`config.mk`:
```
export PLATFORM = sky130hd
export DESIGN_NAME = fuzz_vector_sequencer
export DESIGN_NICKNAME = d
export VERILOG_FILES = /design/src/rtl/fuzz_vector_sequencer.sv
export SDC_FILE = /design/constraint.sdc
export NUM_CORES = 1
export LEC_CHECK = 0
export BUFFER_PORTS_ARGS = -buffer_cell sky130_fd_sc_hd__buf_2
export CORE_AREA = 8 8 348 350
export DETAILED_ROUTE_END_ITERATION = 6
export DIE_AREA = 0 0 356 358
export PLACE_DENSITY = 0.43
export RECOVER_POWER = 100
export SLEW_MARGIN = 20
export SYNTH_ARGS = -nofsm -noshare
export SYNTH_HDL_FRONTEND = slang
export SYNTH_SLANG_ARGS = --single-unit
```
`constraint.sdc`:
```
create_clock -name clk -period 2.3 [get_ports clk]
set_clock_uncertainty 0.2 [all_clocks]
set_input_delay 0.46 -clock clk [delete_from_list [all_inputs] [get_ports clk]]
set_output_delay 0.46 -clock clk [all_outputs]
set_load 0.005 [all_outputs]
```
`src/rtl/fuzz_vector_sequencer.sv`:
```
// Replays stored stimulus vectors into a DUT, captures y per vector
// and folds each capture into a rotating XOR signature.
module fuzz_vector_sequencer #(
  parameter int VEC_W    = 256,
  parameter int Y_W      = 127,
  parameter int SIG_W    = 128,
  parameter int NUM_VEC  = 21,
  parameter int ADDR_W   = 5,
  parameter int HOLD_CYC = 1
) (
  input  logic              clk,
  input  logic              rst_n,
  input  logic              start,
  input  logic              abort,
  output logic              vec_req,
  output logic [ADDR_W-1:0] vec_addr,
  input  logic              vec_valid,
  input  logic [VEC_W-1:0]  vec_data,
  output logic [VEC_W-1:0]  dut_in,
  input  logic [Y_W-1:0]    y_in,
  output logic              cap_valid,
  input  logic              cap_ready,
  output logic [Y_W-1:0]    cap_data,
  output logic [ADDR_W:0]   cap_idx,
  output logic              busy,
  output logic              done,
  output logic [SIG_W-1:0]  sig
);

  localparam int CNT_W = $clog2(HOLD_CYC + 1) + 1;
  localparam logic [CNT_W-1:0] HOLD = CNT_W'(HOLD_CYC);
  localparam logic [CNT_W-1:0] ONE = CNT_W'(1);
  localparam logic [ADDR_W:0] LAST = (ADDR_W + 1)'(NUM_VEC);

  typedef enum logic [2:0] {
    IDLE,
    APPLY,
    CAPTURE,
    FETCH,
    DONE
  } state_t;

  state_t state;
  logic [CNT_W-1:0] cnt;

  always_ff @(posedge clk or negedge rst_n) begin
    if (!rst_n) begin
      state     <= IDLE;
      cnt       <= '0;
      vec_req   <= 1'b0;
      vec_addr  <= '0;
      dut_in    <= '0;
      cap_valid <= 1'b0;
      cap_data  <= '0;
      cap_idx   <= '0;
      busy      <= 1'b0;
      done      <= 1'b0;
      sig       <= '0;
    end else if (abort && busy) begin
      // partial signature is kept for post-mortem
      state     <= IDLE;
      busy      <= 1'b0;
      done      <= 1'b0;
      vec_req   <= 1'b0;
      cap_valid <= 1'b0;
      dut_in    <= '0;
    end else begin
      unique case (state)
        IDLE, DONE: begin
          if (start && !abort) begin
            sig     <= '0;
            dut_in  <= '0;
            cap_idx <= '0;
            cnt     <= HOLD;
            done    <= 1'b0;
            busy    <= 1'b1;
            state   <= APPLY;
          end
        end
        APPLY: begin
          cnt <= cnt - ONE;
          if (cnt == ONE) begin
            cap_data  <= y_in;
            cap_valid <= 1'b1;
            state     <= CAPTURE;
          end
        end
        CAPTURE: begin
          if (cap_ready) begin
            cap_valid <= 1'b0;
            sig <= {sig[SIG_W-2:0], sig[SIG_W-1]}
                   ^ SIG_W'(cap_data);
            if (cap_idx == LAST) begin
              done  <= 1'b1;
              busy  <= 1'b0;
              state <= DONE;
            end else begin
              vec_req  <= 1'b1;
              vec_addr <= cap_idx[ADDR_W-1:0];
              state    <= FETCH;
            end
          end
        end
        FETCH: begin
          if (vec_valid) begin
            dut_in  <= vec_data;
            cap_idx <= cap_idx + 1'b1;
            cnt     <= HOLD;
            vec_req <= 1'b0;
            state   <= APPLY;
          end
        end
        default: state <= IDLE;
      endcase
    end
  end

endmodule

```
==> flow_summary.yaml, run 1 <==
run_status:
  run_status: "complete, no violations"
placed_design:
  portBuffers: 914
  pre_cts_slack_ns: -0.1023
  placed_area_um2: 28480
  dp_hpwl_um: 75790
  gp_congestion: 0.8116
global_route:
  grt_pass1_wl_um: 143200
  grtUsageTotal_pct: 14.78
  grt_max_degree: 100
  overflow: 0
  grt_antenna_before_repair: 16
  grt_pass1_vias: 20920
timing:
  fmax_mhz: 452.6
  rsz0062_at_grt: "false"
  finalCriticalPeriod_ns: 2.210
  slew_violations: 0
  hold_viol_final: 0
  setup_ws_ns: 0.09049
  finalSetupViolations: 0
  worstMarginPinSlew_ns: 1.364
  slew_headroom_pct: 9.086
  fin_crit_sh_pct: 96.07
floorplanning:
  dieArea_um2: 127400
  die_h_um: 358
  core_area_um2: 115400
  ios: 915
  die_w_um: 356
  start_util_pct: 18.50
  num_rows: 125
setup_path:
  crit_start: "vec_valid"
  path_max_fanout: 39
  startpoint_type: "input port"
  r2r-end: "cap_data[115]"
  crit_path_end_kind: "flip-flop"
  criticalPathCategory: "in -> reg"
  r2r_cells: 6
  cp_data_arrival_time_ns: 2.53
  r2r_setup_slack_ns: 0.10
  cp.required_ns: 2.63
  r2r_start: "state[0]"
pwr:
  swShare_pct: 39.27
  p_sw_uw: 18140
  intPower_uw: 28050
  power.density_nw_per_um2: 1371
  combPwrFrac_pct: 38.7
  clock_power_share_pct: 22.1
  pwr-share-seq_pct: 39.1
  ir_worst_vdd_mv: 0.7023
  p_leak_uw: 0.01502
synth:
  synth_async_sr_flop_share_pct: 100.0
  synthFlopType: "dfrtp_1"
  yosys.area.top_type: "dfrtp_1"
  yosys_warnings: 0
  synth_top_area_share_pct: 62.24
  synth_edf_count: 0
  ys_ff_latch: 531
  synth_commonest_cells: "531 x dfrtp_1, 265 x nor2_1, 256 x a22oi_1"
  synth-seq-area-share_pct: 62.24
  synth_cells: 1775
  synth.distinct_cells: 38
  ys_top_cells_by_area: "dfrtp_1 62%, a22oi_1 9.0%, mux2_2 7.0%"
  syn_area_per_cell_um2: 12.03
  synth_nets: 2167
  synth_area_um2: 21350
  yosysMostFrequentCell: "dfrtp_1"
clock_tree:
  cts_buffers: 66
  cts_buffer_depth: 3
  cts.sinks: 531
  cts-root-buf: "clkbuf_16"
  path_clk_slew_ns: 0.06
  htreeDepth: 3
  cts_setup_buffers: 0
  cts_tree: "yes"
  clock_latency_ns: 0.62
routing:
  wl_met1_um: 39310
  drt_drc_violations_left: 0
  vias: 19440
  route.met2.wl_um: 47660
  highest_layer: "met5"
  first_iter_violations: 1395
  drt_wl_total_um: 98770
  vias_per_cell: 4.138
  wl_met3_um: 9111
  routedWlPerCell_um: 21.02
  first_pass_iters: 5
  antenna_left: 0
run:
  drv_cap: 0
final_layout:
  fillCellCount: 12270
  final_area_um2: 33700
  fin_nets: 3512
  multiInputGateArea_um2: 7417
  regArea_um2: 13290
  drive_above_1_share_pct: 25.06
  areaGrowthSynthToFinish_pct: 57.86
min_path:
  hold_class: "in -> reg"
  hold-path-endpoint: "state[2]"
  holdPathStages: 3
  min_from: "start"
## routing by layer
metal | vias up | GRT usage (%)
li1 | 8983 | -
met1 | 9533 | 17.60
met2 | 759 | 24.54
met3 | 162 | 5.782
met4 | 4 | 4.537
met5 | - | 0
## cell families after synthesis
kind of cell	count (synthesis)	synth area share, %
and+or+nand+nor	424	7.871
DFF	531	62.24
AOI/OAI and AO/OA	403	14.07
buffers and inverters	149	3.206
adders and majority gates	3	0.1758
muxes	134	7.062
xor gates and xnor gates	131	5.375
## cell type report
cell class | count | area share [%]
inverter | 5 | 0.05569
timing repair buffer | 1421 | 26.51
tap | 1524 | 5.658
antenna | 9 | 0.06683
clock buffer | 98 | 5.736
clock inverter | 15 | 0.5346
multi-input combinational | 1095 | 22.01
sequential | 531 | 39.43
## sequential cells by signal, summed over array words and instances, names as in the netlist
signal / count
busy: 1
sig: 128
dut_in: 256
cap_data: 127
cap_idx: 6
cap_valid: 1
vec_req: 1
cnt: 2
done: 1
vec_addr: 5
state: 3
## power by group through the flow
| stage | clock network [µW] | logic [µW] | registers [µW] |
|---|---|---|---|
| 2_1_floorplan | 0 | 9010 | 17400 |
| 3_3_place_gp | 0 | 18900 | 18100 |
| 3_5_place_dp | 0 | 19000 | 18100 |
| 4_1_cts | 10600 | 19600 | 18100 |
| 5_1_grt | 11000 | 20000 | 18700 |
| 6_report | 10200 | 17900 | 18100 |
## repair_timing
action / CTS / global route
hold buffers: 386 / 0
resized for setup: 0 / 1
hold endpoints to repair: 417 / 0
endpoints found under the setup margin: 0 / 48
## worst max-delay path, stage by stage
cell and delay, ns:
dlygate4sd3_1 0.55, buf_2 0.15, and4b_4 0.24, nor2_4 0.17, buf_6 0.38, buf_6 0.29, a22oi_1 0.10, nor2_1 0.12
## worst max-delay path by stage
stage	cells past startpoint	slack (ns)	endpoint
2_1_floorplan	6	0.24	cap_data[106]
3_3_place_gp	7	-0.17	cap_data[120]
3_5_place_dp	7	-0.10	cap_data[20]
4_1_cts	6	0.09	cap_data[38]
5_1_grt	6	0.006	cap_data[115]
6_report	8	0.09	dut_in[118]
## layout by cell type, fill, tap and decap left out, types with 127 or more instances in the layout
cell | synthesis | routed
xnor2_1 | 127 | 127
clkbuf_1 | 61 | 495
nor2_1 | 265 | 265
buf_2 | 64 | 446
o31ai_1 | 127 | 127
dfrtp_1 | 531 | 531
a22oi_1 | 256 | 256
dlygate4sd3_1 | 0 | 386
mux2_2 | 133 | 132
nand2_1 | 133 | 133
## per-stage QoR
step / hold WS [ns] / setup TNS (ns) / util, % / total power, µW / cells
6_report: 0.1028 / 0 / 29.20 / 46190 / 4698
3_3_place_gp: 0.2862 / -17.64 / 24.68 / 37060 / 4190
3_5_place_dp: 0.2849 / -10.57 / 24.68 / 37150 / 4190
4_1_cts: 0.01972 / 0 / 29.85 / 48330 / 4689
2_1_floorplan: -0.03559 / 0 / - / 26380 / 1775
5_1_grt: 0.07239 / 0 / 29.20 / 49690 / 4698
(Power assumes the default switching activity.)
==> run 2: changes to the inputs <==
CORE_AREA = 2 2 352 354   (was 8 8 348 350)
DIE_AREA = 0 0 354 356   (was 0 0 356 358)
PLACE_DENSITY = 0.42   (was 0.43)
==> run 2 against run 1 <==
  * Sequential cell count unchanged
  * First-iteration DRC count down 4.6%
  * Utilization decreased by 1.5 points
  * Critical path type is now reg -> reg
  * Global-route usage fell by 1.1 points
  * Largest cell class unchanged
  * Clock power is 11% higher
==> flow_summary.yaml, run 2 (synthesized netlist as in run 1, its figures left out) <==
run_status:
  run_status: "complete, no violations"
placed_design:
  portBuffers: 914
  dp_hpwl_um: 66430
  gp_congestion: 0.7877
  pre_cts_slack_ns: -0.1464
  dp.cells: 4282
global_route:
  overflow: 0
  grt_pass1_vias: 20000
  grt_antenna_before_repair: 8
  grtUsageTotal_pct: 13.65
  grt_pass1_wl_um: 131700
  use_met1_pct: 17.36
  grtUsageMet2_pct: 22.79
  grt_use_met3_pct: 3.606
  busiest_layer: "met2"
  grt_max_degree: 81
timing:
  finalSetupViolations: 0
  fmax_mhz: 455.7
  rsz0062_at_grt: "false"
  slew_violations: 0
  setup_tns_ns: 0
  finalCriticalPeriod_ns: 2.194
  setup_ws_ns: 0.1058
  fin_crit_sh_pct: 95.40
  worstMarginPinSlew_ns: 0.8180
  slew_headroom_pct: 45.47
  hold_viol_final: 0
pwr:
  power.density_nw_per_um2: 1378
  finalPower_uw: 46850
  ir_worst_vdd_mv: 0.7170
  p_leak_uw: 0.01530
final_layout:
  fillCellCount: 13050
  final_cell_count_no_fill: 4799
  layout_commonest_cell: "dfrtp_1"
  layout_common_cells: "531 x dfrtp_1, 523 x buf_2, 409 x clkbuf_1, 387 x dlygate4sd3_1, 264 x nor2_1"
  largest_reg_flops: 256
  reg.largest.list: "dut_in (256), sig (128), cap_data (127)"
  areaGrowthSynthToFinish_pct: 59.28
  drive_above_1_share_pct: 27.66
  regArea_um2: 13290
  fin_nets: 3495
  multiInputGateArea_um2: 7417
  top_register: "dut_in"
floorplanning:
  core_area_um2: 122700
  die_w_um: 354
  ios: 915
  die_h_um: 356
  num_rows: 129
  start_util_pct: 17.40
  dieArea_um2: 126000
setup_path:
  cp.required_ns: 2.59
  r2r_start: "busy"
  critPathBufInv: 2
  slowest_delay_ns: 0.63
  cp_data_arrival_time_ns: 2.48
  path_max_fanout: 58
  crit_path_end_kind: "flip-flop"
  crit_start: "busy"
  crit_top_cell: "buf_4"
  path_cells: "and2_4 > buf_4 > buf_4 > nor3_1 > or3_1"
  crit_slowest_cell: "buf_4"
  path_delay_family: "buffers and inverters"
  criticalPathCategory: "reg -> reg"
  startpoint_type: "flip-flop"
routing:
  first_iter_violations: 1331
  vias: 19110
  antenna_left: 0
  vias_per_cell: 3.981
  drt_wl_total_um: 89320
  drt_drc_violations_left: 0
  first_pass_iters: 5
  routedWlPerCell_um: 18.61
min_path:
  hold_class: "in -> reg"
  min_from: "start"
clock_tree:
  cts_buffers: 69
  cts_tree: "yes"
  path_clk_slew_ns: 0.06
  cts-root-buf: "clkbuf_16"
  cts_buffer_depth: 3
  clock_latency_ns: 0.62
  cts.sinks: 531
  htreeDepth: 3
run:
  drv_cap: 0
-- run 2: routing by layer --
layer	vias to the layer above	wire length, µm
li1	8948	-
met1	9361	38350
met2	677	43270
met3	120	5647
met4	0	2044
met5	-	0
-- run 2: final cells by class --
class,instances,share of cell area [%]
flip-flops and latches,531,39.08
repair buffers,1401,25.96
multi-input cells,1095,21.81
well taps,1637,6.024
clock buffers,99,5.972
clock inverters,25,1.049
inverters,5,0.05520
diodes,6,0.04416
-- run 2: timing repair --
action	CTS	global route
gates resized for setup	1	3
buffers inserted	0	0
hold buffers	387	0
endpoints found under the hold margin	823	0
setup endpoints to repair	2	46
-- run 2: worst paths after layout --
path                                  to  slack (ns)  cells past startpoint
worst max register to register  state[1]        0.11                      5
min in group asynchronous       sig[121]        0.29                      2
max in group asynchronous        sig[51]        0.35                      3
worst max-delay path            state[1]        0.11                      5
worst min-delay path            state[2]        0.09                      3
worst min register to register    cnt[0]        0.28                      1
-- run 2: through the flow --
step	util, %	area (µm²)	hold WS [ns]
final	27.72	34000	0.08763
after floorplan	-	21350	-0.03559
after global placement	23.18	28440	0.1723
after global routing	27.72	34000	0.05202
after CTS	28.29	34700	0.008947
after detailed placement	23.18	28440	0.1703
-- run 2: report_power, final --
group          total (µW)  internal (µW)  leakage, µW  switching (µW)
Combinational       17700           8240      0.00732            9450
Sequential          17900          13900      0.00682            4030
Clock               11300           6860      0.00117            4410
Total               46900          29000       0.0153           17900
-- run 2: worst min-delay path: stages --
cell      delay [ns]
buf_2           0.17
a2111o_1        0.16
a21oi_1         0.06
==> run 3: changes to the inputs <==
SETUP_SLACK_MARGIN = 0.2   (was not set)
==> run 3 against run 2 <==
  * Clock-buffer cell count unchanged
  * Setup slack better by 0.041 ns
  * First-iteration DRC count down 3.2%
  * Utilization is 0.69 points higher
  * Final area grew 2.5%
  * Sequential share of layout area fell by 0.94 points
  * Largest cell class unchanged
  * Largest power group is now combinational cells
==> flow_summary.yaml, run 3 (synthesized netlist as in run 1, its figures left out) <==
pwr:
  p_leak_uw: 0.01569
  combPwrFrac_pct: 39.4
  pwr-share-seq_pct: 37.2
  p_sw_uw: 18470
  swShare_pct: 38.28
  finalPower_uw: 48250
  intPower_uw: 29780
  clock_power_share_pct: 23.4
  ir_worst_vdd_mv: 0.7255
  power.density_nw_per_um2: 1384
timing:
  slew_violations: 0
  fmax_mhz: 464.5
  slew_headroom_pct: 45.47
  finalCriticalPeriod_ns: 2.153
  finalSetupViolations: 0
  hold-worst-slack_ns: 0.08910
  fin_crit_sh_pct: 93.60
  hold_viol_final: 0
  setup_tns_ns: 0
  rsz0062_at_grt: "true"
  worstMarginPinSlew_ns: 0.8179
routing:
  first_iter_violations: 1289
  first_pass_iters: 6
  drt_wl_total_um: 92780
  routedWlPerCell_um: 19.21
  vias_per_cell: 4.023
  vias: 19430
  antenna_left: 0
  drt_drc_violations_left: 0
clock_tree:
  cts-root-buf: "clkbuf_16"
  cts_tree: "yes"
  path_clk_slew_ns: 0.06
  cts_buffer_depth: 3
  cts.sinks: 531
  clock_latency_ns: 0.62
  htreeDepth: 3
  cts_buffers: 69
final_layout:
  multiInputGateArea_um2: 7615
  reg.largest.list: "dut_in (256), sig (128), cap_data (127)"
  fin_nets: 3523
  regArea_um2: 13290
  fillCellCount: 13000
  largest_reg_flops: 256
  layout_commonest_cell: "dfrtp_1"
  drive_above_1_share_pct: 27.76
  layout_common_cells: "529 x dfrtp_1, 519 x buf_2, 412 x clkbuf_1, 386 x dlygate4sd3_1, 264 x nor2_1"
  areaGrowthSynthToFinish_pct: 63.24
  top_register: "dut_in"
setup_path:
  critPathBufInv: 3
  cp_data_arrival_time_ns: 2.46
  crit_slowest_cell: "dfrtp_1"
  path_delay_family: "simple AND/OR/NAND/NOR gates"
  r2r_cells: 7
  cp.depth: 7
  r2r-end: "cap_data[30]"
  path_cells: "nand2b_4 > nor3_4 > and2_4 > clkbuf_16 > buf_12 > clkbuf_2 > mux2_4"
  r2r_start: "state[2]"
  cp.required_ns: 2.61
  startpoint_type: "flip-flop"
  r2r_setup_slack_ns: 0.15
  crit_path_end_kind: "flip-flop"
  path_max_fanout: 5
  slowest_delay_ns: 0.37
  criticalPathCategory: "reg -> reg"
floorplanning:
  num_rows: 129
  core_area_um2: 122700
  start_util_pct: 17.40
  die_h_um: 356
  dieArea_um2: 126000
  ios: 915
  die_w_um: 354
global_route:
  grt_antenna_before_repair: 10
  overflow: 0
  grt_max_degree: 81
  grt_pass1_wl_um: 131700
  grt_pass1_vias: 20010
  grtUsageTotal_pct: 13.65
min_path:
  hold-path-endpoint: "state[2]"
  min_from: "start"
  hold_class: "in -> reg"
  holdPathStages: 3
placed_design:
  portBuffers: 914
  gp_congestion: 0.7877
  dp_hpwl_um: 66430
run:
  drv_cap: 0
run_status:
  run_status: "complete, no violations"
## run 3: changes by cell type in the layout (fill, tap and decap cells not counted), sizes merged
cell,previous run,this run
buf,577,597
clkbuf,536,545
diode,6,9
dlygate4sd3,387,386
## run 3: how the worst max path moves through the flow
stage	from	end	slack (ns)
3_5_place_dp	state[1]	vec_req	-0.15
6_report	state[2]	cap_data[30]	0.15
4_1_cts	state[1]	cap_idx[3]	0.19
3_3_place_gp	state[1]	vec_req	-0.19
2_1_floorplan	abort	cap_data[106]	0.24
5_1_grt	state[1]	dut_in[53]	0.07
## run 3: through the flow
step                instance area (µm²)  util, %  setup WS [ns]  instances
CTS                               34720    28.30         0.1944       4793
global placement                  28440    23.18        -0.1923       4282
finish                            34850    28.41         0.1472       4830
floorplan                         21350        -         0.2367       1775
global route                      34840    28.40        0.07198       4828
detailed placement                28440    23.18        -0.1464       4282
## run 3: routing by layer
metal	vias to the layer above	track usage (%)	share of wire, %
met4	0	3.839	2.4
li1	9011	-	-
met5	-	0	0
met1	9590	17.34	43
met3	125	3.621	6.4
met2	707	22.77	48
## run 3: what timing repair did
action                                  in CTS  in global routing
hold buffers                               386                  0
setup buffers                                1                 12
cloned                                       0                 16
pin swaps                                    1                  2
gates resized for setup                      6                161
endpoints found under the setup margin     162                333
endpoints found under the hold margin      822                  0
## run 3: layout make-up
class                           count  area share [%]
Inverter                            5         0.05386
Sequential cell                   531           38.14
Antenna cell                        9         0.06463
Clock buffer                       99           5.827
Timing Repair Buffer             1429           27.17
Tap cell                         1637           5.877
Clock inverter                     25           1.023
Multi-Input combinational cell   1095           21.85
## run 3: worst min-delay path: stages
cell and delay (ns):
buf_2 0.17, a2111o_1 0.16, a21oi_1 0.06
## run 3: power groups by stage
stage | clock network [µW] | logic (µW) | registers [µW]
detailed placement | 0 | 18500 | 17900
finish | 11300 | 19000 | 17900
CTS | 11700 | 19100 | 17900
floorplan | 0 | 9010 | 17400
global placement | 0 | 18400 | 17900
global route | 12000 | 21100 | 18600
